**config.mk**
```make
export PLATFORM = sky130hd
export DESIGN_NAME = pc_target_table_flat
export DESIGN_NICKNAME = d
export VERILOG_FILES = /design/src/rtl/pc_target_table_if.sv /design/src/rtl/pc_target_table.sv /design/src/flat_wrapper.sv
export SDC_FILE = /design/constraint.sdc
export NUM_CORES = 1
export LEC_CHECK = 0
export ABC_AREA = 0
export BUFFER_PORTS_ARGS = -buffer_cell sky130_fd_sc_hd__buf_2
export CAP_MARGIN = 30
export CORE_ASPECT_RATIO = 1.5
export CORE_MARGIN = 2
export CORE_UTILIZATION = 45
export CTS_BUF_LIST = sky130_fd_sc_hd__clkbuf_8
export CTS_CLUSTER_DIAMETER = 150
export DETAILED_ROUTE_END_ITERATION = 12
export PLACE_DENSITY = 0.64
export SLEW_MARGIN = 20
export SYNTH_ARGS = -nofsm -noshare
export SYNTH_HDL_FRONTEND = slang
export SYNTH_SLANG_ARGS = --single-unit
```
**constraint.sdc**
```tcl
create_clock -name clk -period 2.95 [get_ports clk]
set_clock_uncertainty 0.05 [all_clocks]
set_input_delay 0.4425 -clock clk [delete_from_list [all_inputs] [get_ports clk]]
set_output_delay 0.4425 -clock clk [all_outputs]
set_load 0.03 [all_outputs]
```
**src/rtl/pc_target_table_if.sv**
```systemverilog
// Write/lookup bus of pc_target_table.
// master: decoder/loader side that drives writes and lookups.
// slave : the table, which returns the registered lookup result.
interface pc_target_table_if #(
    parameter int unsigned ADDR_W = 3,
    parameter int unsigned PC_W   = 10,
    parameter int unsigned PS_W   = 2
);
    // Write port
    logic              wr_en;
    logic [PS_W-1:0]   wr_prog;
    logic [ADDR_W-1:0] wr_addr;
    logic [PC_W-1:0]   wr_data;

    // Lookup request
    logic              rd_en;
    logic [ADDR_W-1:0] rd_addr;
    logic [PC_W-1:0]   cur_pc;

    // Lookup response
    logic [PC_W-1:0]   PC_target;
    logic              rd_valid;
    logic              hit;

    modport master (
        output wr_en, wr_prog, wr_addr, wr_data,
        output rd_en, rd_addr, cur_pc,
        input  PC_target, rd_valid, hit
    );

    modport slave (
        input  wr_en, wr_prog, wr_addr, wr_data,
        input  rd_en, rd_addr, cur_pc,
        output PC_target, rd_valid, hit
    );
endinterface

```
**src/rtl/pc_target_table.sv**
```systemverilog
// Banked, writable branch-target table with a program-state tracker.
// NUM_PROGS banks of 2**ADDR_W entries, each with a valid bit set on write.
// A rising edge on init advances prog_state (wrapping at NUM_PROGS-1); lookups
// use the current bank and return a registered result one cycle later.
// A same-cycle write to the looked-up entry is forwarded to the lookup.
// Optional feature, macro LUT_RELATIVE_EN: entries are signed offsets added to
// cur_pc; a miss returns cur_pc + 1. Without it entries are absolute targets.
module pc_target_table #(
    parameter int unsigned NUM_PROGS = 3,
    parameter int unsigned ADDR_W    = 3,
    parameter int unsigned PC_W      = 10,
    parameter int unsigned PS_W      = 2
) (
    input  logic            clk,
    input  logic            rst_n,
    input  logic            init,
    output logic [PS_W-1:0] prog_state,
    pc_target_table_if.slave bus
);

    localparam int unsigned Entries = 2 ** ADDR_W;
    // One extra bit so NUM_PROGS == 2**PS_W still compares correctly.
    localparam logic [PS_W:0]   NumProgsW = (PS_W + 1)'(NUM_PROGS);
    localparam logic [PS_W-1:0] LastProg  = PS_W'(NUM_PROGS - 1);

    // Table storage
    logic [PC_W-1:0]    entry_q [NUM_PROGS][Entries];
    logic [PC_W-1:0]    entry_d [NUM_PROGS][Entries];
    logic [Entries-1:0] valid_q [NUM_PROGS];
    logic [Entries-1:0] valid_d [NUM_PROGS];

    // Program tracker
    logic [PS_W-1:0] prog_state_q, prog_state_d;
    logic            init_q, init_d;
    logic            init_edge;

    // Lookup result registers
    logic [PC_W-1:0] pc_target_q, pc_target_d;
    logic            hit_q, hit_d;
    logic            rd_valid_q, rd_valid_d;

    // Lookup datapath
    logic            wr_ok;
    logic            fwd;
    logic [PC_W-1:0] rd_entry;
    logic            rd_vld;
    logic [PC_W-1:0] lu_value;
    logic            lu_hit;
    logic [PC_W-1:0] lu_target;

    assign wr_ok     = bus.wr_en && ({1'b0, bus.wr_prog} < NumProgsW);
    assign init_edge = init & ~init_q;

    // Program-state tracker: one advance per rising edge of init.
    always_comb begin
        init_d       = init;
        prog_state_d = prog_state_q;
        if (init_edge) begin
            prog_state_d = (prog_state_q == LastProg) ? '0 : prog_state_q + PS_W'(1);
        end
    end

    // Table write: store data and set valid for in-range banks only.
    always_comb begin
        entry_d = entry_q;
        valid_d = valid_q;
        if (wr_ok) begin
            for (int unsigned b = 0; b < NUM_PROGS; b++) begin
                for (int unsigned e = 0; e < Entries; e++) begin
                    if (bus.wr_prog == PS_W'(b) && bus.wr_addr == ADDR_W'(e)) begin
                        entry_d[b][e] = bus.wr_data;
                        valid_d[b][e] = 1'b1;
                    end
                end
            end
        end
    end

    // Read mux over the current bank.
    always_comb begin
        rd_entry = '0;
        rd_vld   = 1'b0;
        for (int unsigned b = 0; b < NUM_PROGS; b++) begin
            for (int unsigned e = 0; e < Entries; e++) begin
                if (prog_state_q == PS_W'(b) && bus.rd_addr == ADDR_W'(e)) begin
                    rd_entry = entry_q[b][e];
                    rd_vld   = valid_q[b][e];
                end
            end
        end
    end

    // Forward a same-cycle write to the entry being looked up.
    always_comb begin
        fwd      = wr_ok && (bus.wr_prog == prog_state_q) && (bus.wr_addr == bus.rd_addr);
        lu_value = fwd ? bus.wr_data : rd_entry;
        lu_hit   = fwd | rd_vld;
    end

`ifdef LUT_RELATIVE_EN
    // Relative mode: offset from cur_pc on a hit, fall-through on a miss.
    always_comb begin
        lu_target = lu_hit ? (bus.cur_pc + lu_value) : (bus.cur_pc + PC_W'(1));
    end
`else
    logic unused_cur_pc;
    assign unused_cur_pc = ^bus.cur_pc;

    // Absolute mode: stored target on a hit, zero on a miss.
    always_comb begin
        lu_target = lu_hit ? lu_value : '0;
    end
`endif

    // Output registers: update on a lookup, otherwise hold target and hit.
    always_comb begin
        rd_valid_d  = bus.rd_en;
        pc_target_d = pc_target_q;
        hit_d       = hit_q;
        if (bus.rd_en) begin
            pc_target_d = lu_target;
            hit_d       = lu_hit;
        end
    end

    // Table state flops.
    always_ff @(posedge clk or negedge rst_n) begin
        if (!rst_n) begin
            for (int unsigned b = 0; b < NUM_PROGS; b++) begin
                valid_q[b] <= '0;
                for (int unsigned e = 0; e < Entries; e++) begin
                    entry_q[b][e] <= '0;
                end
            end
        end else begin
            entry_q <= entry_d;
            valid_q <= valid_d;
        end
    end

    // Tracker and lookup-result flops.
    always_ff @(posedge clk or negedge rst_n) begin
        if (!rst_n) begin
            prog_state_q <= '0;
            init_q       <= 1'b0;
            pc_target_q  <= '0;
            hit_q        <= 1'b0;
            rd_valid_q   <= 1'b0;
        end else begin
            prog_state_q <= prog_state_d;
            init_q       <= init_d;
            pc_target_q  <= pc_target_d;
            hit_q        <= hit_d;
            rd_valid_q   <= rd_valid_d;
        end
    end

    assign prog_state    = prog_state_q;
    assign bus.PC_target = pc_target_q;
    assign bus.hit       = hit_q;
    assign bus.rd_valid  = rd_valid_q;

endmodule

```
**src/flat_wrapper.sv**
```systemverilog
// flat-port wrapper written by rule: the top's interface ports become plain ports
module pc_target_table_flat 
#(
    parameter int unsigned NUM_PROGS = 3,
    parameter int unsigned ADDR_W    = 3,
    parameter int unsigned PC_W      = 10,
    parameter int unsigned PS_W      = 2
)
  (clk, rst_n, init, prog_state, bus_wr_en, bus_wr_prog, bus_wr_addr, bus_wr_data, bus_rd_en, bus_rd_addr, bus_cur_pc, bus_PC_target, bus_rd_valid, bus_hit);
  pc_target_table_if #(.ADDR_W(ADDR_W), .PC_W(PC_W), .PS_W(PS_W)) bus_i ();
  input  logic clk;
  input  logic rst_n;
  input  logic init;
  output logic [PS_W-1:0] prog_state;
  input wire logic [$bits(bus_i.wr_en)-1:0] bus_wr_en;
  input wire logic [$bits(bus_i.wr_prog)-1:0] bus_wr_prog;
  input wire logic [$bits(bus_i.wr_addr)-1:0] bus_wr_addr;
  input wire logic [$bits(bus_i.wr_data)-1:0] bus_wr_data;
  input wire logic [$bits(bus_i.rd_en)-1:0] bus_rd_en;
  input wire logic [$bits(bus_i.rd_addr)-1:0] bus_rd_addr;
  input wire logic [$bits(bus_i.cur_pc)-1:0] bus_cur_pc;
  output wire logic [$bits(bus_i.PC_target)-1:0] bus_PC_target;
  output wire logic [$bits(bus_i.rd_valid)-1:0] bus_rd_valid;
  output wire logic [$bits(bus_i.hit)-1:0] bus_hit;
  assign bus_i.wr_en = bus_wr_en;
  assign bus_i.wr_prog = bus_wr_prog;
  assign bus_i.wr_addr = bus_wr_addr;
  assign bus_i.wr_data = bus_wr_data;
  assign bus_i.rd_en = bus_rd_en;
  assign bus_i.rd_addr = bus_rd_addr;
  assign bus_i.cur_pc = bus_cur_pc;
  assign bus_PC_target = bus_i.PC_target;
  assign bus_rd_valid = bus_i.rd_valid;
  assign bus_hit = bus_i.hit;
  pc_target_table #(.NUM_PROGS(NUM_PROGS), .ADDR_W(ADDR_W), .PC_W(PC_W), .PS_W(PS_W)) u_core (.clk(clk), .rst_n(rst_n), .init(init), .prog_state(prog_state), .bus(bus_i));
endmodule
```
==> impl_metrics.toml, run 1 <==
[run_status]
status = "finished clean"

[synthesis]
synth_flop_cell = "dfrtp_1"
syn-num-nets = 1139
netlist.area_leader.share_pct = 52.8
synth.most_common_cell = "dfrtp_1"
synthTopCellsByCount = "dfrtp_1 (279), mux2_2 (222), nand2_1 (76), o21ai_0 (50), nor2_1 (48)"
seq_area_frac_synth_pct = 52.8
synth.distinct_cells = 84
ys_warn_count = 0
synthArstFlopShare_pct = 100
yosys.area.top_type = "dfrtp_1"
ys_seq_elements = 279
synth.area.top_cells = "dfrtp_1 (53%), mux2_2 (19%), nand2_1 (2.2%), o21ai_0 (1.9%), nor2_1 (1.4%)"
synth.avg_cell_area_um2 = 12.0
netlist_area_um2 = 13200
synth_cells = 1106
synth-edff-count = 0

[drt]
vias = 10100
routed_via_density = 6.00
wl_per_cell_um = 25.5
wl_um = 42900
drc = 0
drt_pass1_iterations = 5
drtIter0Drc = 859
postRouteAntennaNets = 0

[clocking]
cts_tree = "done"
clk_pin_slew_ps = 70
htreeDepth = 2
clk_path_buf_depth = 3
numCtsBuffers = 43
clock_sinks = 279
root_buffer = "clkbuf_8"
clkLatencyLatePin_ps = 580

[die]
num_rows = 76
coreArea_um2 = 28800
die_y_um = 214
initial_core_util_pct = 45.9
io_pins = 47
die_w_um = 144
dieArea_um2 = 30800

[sta]
hold_viol_final = 0
worst_slack_ps = 76.8
rsz0062_at_grt = "true"
relSlewSlack_pct = 47.0
tightest_slew_ps = 793
fmax_mhz = 348
fin_crit_ps = 2870
maxSlewViolCount = 0
fin_crit_sh_pct = 97.4
setup_viol = 0

[critical_path]
cpPeakStageDelay_ps = 510
cp_top_family = "compound AO/OA/AOI/OAI gates"
cp.required_ps = 3350
crit_chain = "buf_4 > and2_0 > and2_1 > a221o_1 > a221oi_2 > buf_4 > nand3_1 > o21ai_0 > buf_4 > o21ai_1"
arrival_ps = 3280
r2r_setup_slack_ps = 80
crit_top_cell = "buf_4"
worstSetupPathType = "flop to flop"
path_depth = 10
rr_worst_depth = 10
cp-start-kind = "flop"
path_buf_inv = 3
crit_path_max_fanout = 11
critical-path-slowest-cell = "dfrtp_2"
crit_path_end_kind = "flop"

[placed_design]
dp_slack_ps = -179
io_buffers = 36
dp_hpwl_um = 30800
gp_congestion = 0.935

[power_and_ir_drop]
cellLeakagePower_nw = 7.19
ir_drop_mv = 0.311
power_mw = 11.4
power.density_nw_per_um2 = 724

[worst_hold_path]
min_path_type = "input pin to flop"
hold_path_depth = 3

[layout]
drive_gt1_share_pct = 40.1
fin_nets = 1289
multi_input_area_um2 = 5840
nFillCells = 2530
synthToLayoutAreaGrowth_pct = 18.8
register_area_um2 = 6980

[global_routing]
grt_pass1_vias = 10500
track_usage_pct = 28.5
antenna_found_initial = 2
grt_max_degree = 83
grt_pass1_wl_um = 64800
overflow = 0

[run]
drv_cap = 0
## cell families after synthesis
group,after synthesis,synth area share [%]
buffers and inverters,89,3.26
AO/OA/AOI/OAI,244,13.4
flip-flops,279,52.8
multiplexers,232,19.8
AND/OR/NAND/NOR,259,10.5
XOR/XNOR,3,0.199
## flip-flops by register name, summed over array words and instances, names as in the netlist
signal	cells
u_core.valid_q	24
u_core.bus.rd_valid	1
u_core.prog_state	2
u_core.bus.PC_target	10
u_core.entry_q	240
u_core.bus.hit	1
u_core.init_q	1
## cell type report
class,count,area share [%]
Sequential cell,279,44.5
Multi-Input combinational cell,738,37.2
Timing Repair Buffer,186,9.23
Clock buffer,58,5.08
Tap cell,390,3.11
Clock inverter,20,0.717
Inverter,8,0.191
Antenna cell,2,0.0319
## layout by cell type, fill, tap and decap left out, types with 4 or more instances in the layout
| cell type | netlist | final |
|---|---|---|
| nor2_2 | 4 | 4 |
| o211ai_1 | 9 | 9 |
| a211oi_1 | 4 | 4 |
| a21o_1 | 7 | 7 |
| buf_4 | 8 | 137 |
| mux2_2 | 222 | 222 |
| a32o_1 | 5 | 5 |
| nand2_1 | 76 | 76 |
| and3_1 | 8 | 8 |
| a2111oi_0 | 6 | 5 |
| nor2_1 | 48 | 48 |
| o2bb2ai_1 | 7 | 7 |
| mux2i_1 | 7 | 7 |
| clkbuf_8 | 0 | 58 |
| buf_2 | 11 | 35 |
| a221oi_1 | 15 | 12 |
| inv_1 | 5 | 20 |
| nand2b_1 | 19 | 19 |
| a21oi_1 | 31 | 31 |
| a32oi_1 | 8 | 8 |
| dfrtp_1 | 279 | 277 |
| nand3b_1 | 8 | 8 |
| buf_12 | 0 | 10 |
| nand4_1 | 5 | 5 |
| o21a_1 | 4 | 4 |
| o221ai_1 | 10 | 10 |
| o22ai_1 | 11 | 11 |
| a221o_1 | 7 | 7 |
| o31ai_1 | 5 | 5 |
| nand3_1 | 17 | 17 |
| nor3_1 | 16 | 16 |
| o21ai_1 | 4 | 4 |
| a22o_1 | 7 | 7 |
| a31oi_1 | 6 | 6 |
| nor3b_1 | 7 | 6 |
| nor2b_1 | 7 | 7 |
| a22oi_1 | 22 | 22 |
| or2_2 | 12 | 12 |
| o21ai_0 | 50 | 50 |
| a222oi_1 | 5 | 5 |
## power breakdown
group / switching, mW / internal (mW)
logic: 1.54 / 1.38
registers: 0.456 / 4.61
clock network: 1.55 / 1.84
## metal layers
metal  wire, um  vias up  global-route usage [%]
li1           -     4407                       -
met1      16100     5100                    33.7
met2      21200      433                    47.2
met3       2600      145                    5.59
met4       3070        4                    17.8
met5         27        -                       0
## tightest hold or removal path: stages
cell,delay [ps]
buf_2,150
or2_2,180
o21ai_0,80
## per-stage QoR
stage                     std cells  cell area (um^2)  util [%]  hold slack (ps)  setup TNS [ps]
after detailed placement       1598             14700      51.1              386            -259
after global placement         1598             14700      51.1              379            -260
after global routing           1679             15700      54.5              304           -5.23
final                          1681             15700      54.5              267               0
after CTS                      1679             15700      54.4              244               0
after floorplan                1106             13200         -             96.9               0
## path summary, 6_finish.rpt
kind	end	startpoint
worst max-delay path	u_core.bus.PC_target[5]	u_core.prog_state[1]
worst min register to register	u_core.valid_q[12]	u_core.valid_q[12]
max in group asynchronous	u_core.valid_q[19]	rst_n
worst max register to register	u_core.bus.PC_target[5]	u_core.prog_state[1]
worst min-delay path	u_core.valid_q[13]	bus_wr_prog[1]
min in group asynchronous	u_core.entry_q[129]	rst_n
## timing repair
| item | in CTS | in global routing |
|---|---|---|
| gates resized for setup | 1 | 6 |
| hold buffers | 3 | 0 |
| endpoints found under the hold margin | 79 | 0 |
| setup endpoints to repair | 1 | 4 |
| buffers inserted | 0 | 0 |
(Power assumes the default switching activity.)
==> run 2, diff against run 1 <==
--- a/config.mk
+++ b/config.mk
@@ -14,7 +14,8 @@
 export CTS_BUF_LIST = sky130_fd_sc_hd__clkbuf_8
 export CTS_CLUSTER_DIAMETER = 150
 export DETAILED_ROUTE_END_ITERATION = 12
-export PLACE_DENSITY = 0.64
+export GPL_TIMING_DRIVEN = 0
+export PLACE_DENSITY = 0.61
 export SLEW_MARGIN = 20
 export SYNTH_ARGS = -nofsm -noshare
 export SYNTH_HDL_FRONTEND = slang
==> run 2 against run 1 <==
Sequential cell count unchanged. Critical path depth fell by 1. Clock-buffer cell count is 5 lower. Non-clock buffer count decreased by 65.
==> impl_metrics.toml, run 2 (synthesis results as in run 1) <==
[layout]
final_common_cell = "dfrtp_1"
final_cell_mix = "dfrtp_1 (278), mux2_2 (222), nand2_1 (76)"
largest_reg_flops = 240
n_antenna_cell = 0
largest-register = "u_core.entry_q"
drive_gt1_share_pct = 33.0
synthToLayoutAreaGrowth_pct = 12.8
fin_nets = 1225

[placed_design]
io_buffers = 33
dp_hpwl_um = 33400
gp_congestion = 0.954

[clocking]
clock_sinks = 279
cts_tree = "done"
numCtsBuffers = 44
htreeDepth = 2
clk_path_buf_depth = 3
clk_pin_slew_ps = 60
clkLatencyLatePin_ps = 590
root_buffer = "clkbuf_8"

[power_and_ir_drop]
power.density_nw_per_um2 = 731
cellLeakagePower_nw = 6.65
ir_drop_mv = 0.297
power_mw = 10.9

[sta]
tightest_slew_ps = 1000
relSlewSlack_pct = 33.0
fmax_mhz = 342
hold_viol_final = 0
rsz0062_at_grt = "true"
maxSlewViolCount = 0
tns_ps = 0
fin_crit_ps = 2920
setup_viol = 0
fin_crit_sh_pct = 99.1

[critical_path]
cp-start-kind = "flop"
cp.required_ps = 3350
arrival_ps = 3320
crit_top_cell = "buf_4"
crit_path_end_kind = "flop"
cpPeakStageDelay_ps = 500
crit_chain = "buf_4 > buf_4 > nor2_4 > nand2_1 > o211ai_1 > nand4_1 > o221ai_2 > a211oi_2 > a221o_1"
worstSetupPathType = "flop to flop"
critical-path-slowest-cell = "dfrtp_2"
crit_path_max_fanout = 10

[drt]
dr_wl_met3_um = 3210
vias = 10100
routed_via_density = 6.30
highest-signal-layer = "met5"
drtIter0Drc = 947
wl_per_cell_um = 29.1
drt_pass1_iterations = 5
wl_met2_um = 21700
wl_met1_um = 18400
wl_um = 46800
postRouteAntennaNets = 0
drc = 0

[worst_hold_path]
min_path_type = "input pin to flop"

[global_routing]
grt_pass1_vias = 10400
antenna_found_initial = 1
track_usage_pct = 31.0
grt_pass1_wl_um = 69200
overflow = 0
grt_max_degree = 100

[die]
num_rows = 76
dieArea_um2 = 30800
coreArea_um2 = 28800
die_w_um = 144
initial_core_util_pct = 45.9
io_pins = 47
die_y_um = 214

[run]
drv_cap = 0

[run_status]
status = "finished clean"
## run 2: changes by cell type in the layout (fill, tap and decap cells not counted), moves of 3 or more
cell      previous run  this run
buf_1                0        12
buf_4              137        12
buf_2               35        41
buf_6                0         7
clkbuf_1             0        40
buf_12              10         0
nor2_1              48        44
nor2_2               4         7
nor3_1              16        13
inv_1               20        23
clkbuf_8            58        53
## run 2: layout make-up
type	instances	area (um^2)
clock inverter	21	82.6
inverter	8	30.0
fill	2617	13900
clock buffer	53	729
multi-input combinational	738	5900
timing repair buffer	41	293
buffer	80	404
tap	390	488
sequential	279	6980
## run 2: power breakdown
group          internal (mW)  leakage [nW]  switching (mW)
sequential              4.61          3.54           0.465
combinational           1.10          2.62            1.57
clock                   1.61         0.489            1.55
total                   7.31          6.65            3.59
## run 2: worst max-delay path, delay by kind of cell, from the launching register on
kind                   cells  cell delay [ps]
DFF                        1              500
and+or+nand+nor            3              640
buffers and inverters      2              420
AOI/OAI and AO/OA          4             1190
## run 2: what timing repair did
| action | in CTS | in global routing |
|---|---|---|
| buffers inserted | 0 | 0 |
| hold buffers | 2 | 0 |
| setup endpoints to repair | 11 | 8 |
| gates resized for setup | 16 | 6 |
| hold endpoints to repair | 93 | 0 |
## run 2: final timing paths
kind	slack, ps	to	cells past startpoint	start
hold / removal	30	u_core.bus.rd_valid	1	bus_rd_en
setup reg to reg	30	u_core.bus.PC_target[9]	9	u_core.prog_state[1]
max in group asynchronous	1010	u_core.entry_q[104]	4	rst_n
hold reg to reg	410	u_core.valid_q[16]	1	u_core.valid_q[16]
min in group asynchronous	420	u_core.entry_q[238]	2	rst_n
setup / recovery	30	u_core.bus.PC_target[9]	9	u_core.prog_state[1]
## run 2: through the flow
| step | cells | cell area (um^2) | hold slack, ps | worst slack [ps] | utilization, % |
|---|---|---|---|---|---|
| 2_1_floorplan | 1106 | 13200 | 96.9 | 554 | - |
| 3_3_place_gp | 1529 | 13900 | 387 | -3880 | 48.2 |
| 3_5_place_dp | 1533 | 14000 | 391 | -976 | 48.5 |
| 4_1_cts | 1608 | 14900 | 0.211 | 14.7 | 51.6 |
| 5_1_grt | 1610 | 14900 | 12.3 | -15.4 | 51.7 |
| 6_report | 1610 | 14900 | 25.0 | 26.5 | 51.7 |
## run 2: metal layers
layer,GRT usage (%),vias to the layer above
met2,47.9,498
met4,19.3,2
met1,40.3,5228
met5,0,-
met3,5.37,133
li1,-,4279
==> run 3, diff against run 2 <==
--- a/config.mk
+++ b/config.mk
@@ -9,7 +9,7 @@
 export BUFFER_PORTS_ARGS = -buffer_cell sky130_fd_sc_hd__buf_2
 export CAP_MARGIN = 30
 export CORE_ASPECT_RATIO = 1.5
-export CORE_MARGIN = 2
+export CORE_MARGIN = 5
 export CORE_UTILIZATION = 45
 export CTS_BUF_LIST = sky130_fd_sc_hd__clkbuf_8
 export CTS_CLUSTER_DIAMETER = 150
==> run 3 against run 2 <==
Core utilization down 0.21 points. Clock power up 7.0%. Sequential share of layout area down 0.57 points. Largest power group unchanged. First-iteration DRC count up 4.2%. Combinational power up 2%. Final area up 1.2%. Register-to-register slack worse by 20 ps. Cell count up 0.75%. Fmax down 0.69%. Die area up 7.1%. Non-clock buffer count up 7. Highest routed layer unchanged.
==> impl_metrics.toml, run 3 (synthesis results as in run 1) <==
[run_status]
status = "finished clean"

[clocking]
cts_tree = "done"
clock_sinks = 279
clkLatencyLatePin_ps = 580
clk_pin_slew_ps = 60
numCtsBuffers = 44
clk_path_buf_depth = 3
root_buffer = "clkbuf_8"
htreeDepth = 2

[layout]
n_antenna_cell = 0
synthToLayoutAreaGrowth_pct = 14.1
fin_cells = 1622
final_common_cell = "dfrtp_1"
final_cell_mix = "dfrtp_1 (278), mux2_2 (222), nand2_1 (76)"
drive_gt1_share_pct = 34.1
fin_nets = 1232
largest-register = "u_core.entry_q"
nFillCells = 2716
stdcell_area_um2 = 15100
largest_reg_flops = 240

[sta]
maxSlewViolCount = 0
rsz0062_at_grt = "true"
setup_viol = 0
fin_crit_ps = 2940
tns_ps = 0
fin_crit_sh_pct = 99.8
holdWs_ps = 104
hold_viol_final = 0
relSlewSlack_pct = 34.4
fmax_mhz = 340
tightest_slew_ps = 984

[critical_path]
crit_path_end = "u_core.bus.PC_target[9]"
cp.required_ps = 3350
r2r_setup_slack_ps = 6
worstSetupPathType = "flop to flop"
cp-start-kind = "flop"
critical-path-slowest-cell = "o211ai_1"
crit_chain = "buf_4 > nor3b_4 > nand2_1 > o211ai_1 > nand4_1 > o221ai_4 > a211oi_2 > a221o_1"
timing.rr.start = "u_core.prog_state[0]"
crit_start = "u_core.prog_state[0]"
cpPeakStageDelay_ps = 510
arrival_ps = 3350
crit_path_end_kind = "flop"
r2r_end = "u_core.bus.PC_target[9]"
crit_path_max_fanout = 9
rr_worst_depth = 8

[worst_hold_path]
min_path_type = "input pin to flop"

[power_and_ir_drop]
power.density_nw_per_um2 = 740
p_seq_share_pct = 45.3
pwr-share-comb_pct = 24.4
netSwitchingPower_mw = 3.63
ir_drop_mv = 0.244
p_int_mw = 7.55
power.share.clock_pct = 30.2
switching_share_pct = 32.5
cellLeakagePower_nw = 6.71

[global_routing]
grt_pass1_vias = 10100
grt_max_degree = 99
track_usage_pct = 28.7
grt_pass1_wl_um = 68700
overflow = 0
antenna_found_initial = 1

[drt]
vias = 10100
routed_via_density = 6.23
wl_um = 46900
wl_per_cell_um = 28.9
drt_pass1_iterations = 7
drtIter0Drc = 987
drc = 0
postRouteAntennaNets = 0

[die]
die_y_um = 220
initial_core_util_pct = 45.1
dieArea_um2 = 33000
io_pins = 47
num_rows = 77
coreArea_um2 = 29300
die_w_um = 150

[placed_design]
io_buffers = 33
place_area_um2 = 14000
gp_congestion = 0.962
numPlacedInstances = 1539
dp_hpwl_um = 33300

[run]
drv_cap = 0
-- run 3: cell count changes in the layout (fill, tap and decap cells not counted), moves of 2 or more --
| cell | before | now |
|---|---|---|
| a221oi_1 | 14 | 12 |
| buf_4 | 12 | 16 |
| clkbuf_1 | 40 | 38 |
| clkbuf_2 | 2 | 5 |
| clkbuf_8 | 53 | 57 |
| inv_1 | 23 | 17 |
-- run 3: final cells by class --
| type | instances | area [um^2] | share of cell area [%] |
|---|---|---|---|
| sequential | 279 | 6980 | 46.3 |
| multi-input combinational | 738 | 5950 | 39.4 |
| clock buffer | 57 | 785 | 5.20 |
| tap | 395 | 494 | 3.27 |
| buffer | 80 | 408 | 2.70 |
| timing repair buffer | 48 | 352 | 2.33 |
| clock inverter | 17 | 95.1 | 0.630 |
| inverter | 8 | 30.0 | 0.199 |
-- run 3: routing by layer --
layer	up-vias	track usage, %	wire, um	share of wire (%)
met4	2	18.1	3380	7.2
li1	4287	-	-	-
met5	-	0	7	0.015
met1	5152	36.7	18400	39
met3	143	4.59	3340	7.1
met2	519	45.4	21800	46
-- run 3: worst min path at each step --
stage	cells past startpoint	from	endpoint	slack [ps]
global route	2	bus_wr_data[2]	u_core.entry_q[162]	110
floorplan	0	rst_n	u_core.bus.PC_target[0]	100
detailed placement	2	u_core.valid_q[12]	u_core.valid_q[12]	390
global placement	2	u_core.valid_q[12]	u_core.valid_q[12]	380
finish	2	bus_wr_data[2]	u_core.entry_q[162]	100
CTS	2	bus_wr_data[2]	u_core.entry_q[162]	80
-- run 3: what timing repair did --
action	CTS	global route
hold buffers	3	0
endpoints found under the setup margin	10	10
endpoints found under the hold margin	92	0
gates resized for setup	15	19
pin swaps	2	1
buffers inserted	4	2
-- run 3: metrics by stage --
step	total power, mW	setup WS [ps]	util (%)
2_1_floorplan	6.66	554	-
3_3_place_gp	7.59	-3890	47.4
3_5_place_dp	7.67	-581	47.7
4_1_cts	11.1	5.32	51.2
5_1_grt	11.6	-21.3	51.5
6_report	11.2	6.11	51.5
-- run 3: critical path: cells and delay by family, from the launching register on --
family,cells,cell delay (ps)
AND/OR/NAND/NOR,3,950
flip-flops,1,390
AO/OA/AOI/OAI,4,1240
buffers and inverters,1,180
-- run 3: power by group through the flow --
| stage | sequential, mW | combinational (mW) | clock [mW] |
|---|---|---|---|
| global route | 5.14 | 2.88 | 3.59 |
| global placement | 5.08 | 2.51 | 0 |
| finish | 5.07 | 2.73 | 3.38 |
| floorplan | 5.10 | 1.56 | 0 |
| detailed placement | 5.11 | 2.57 | 0 |
| CTS | 5.05 | 2.64 | 3.42 |
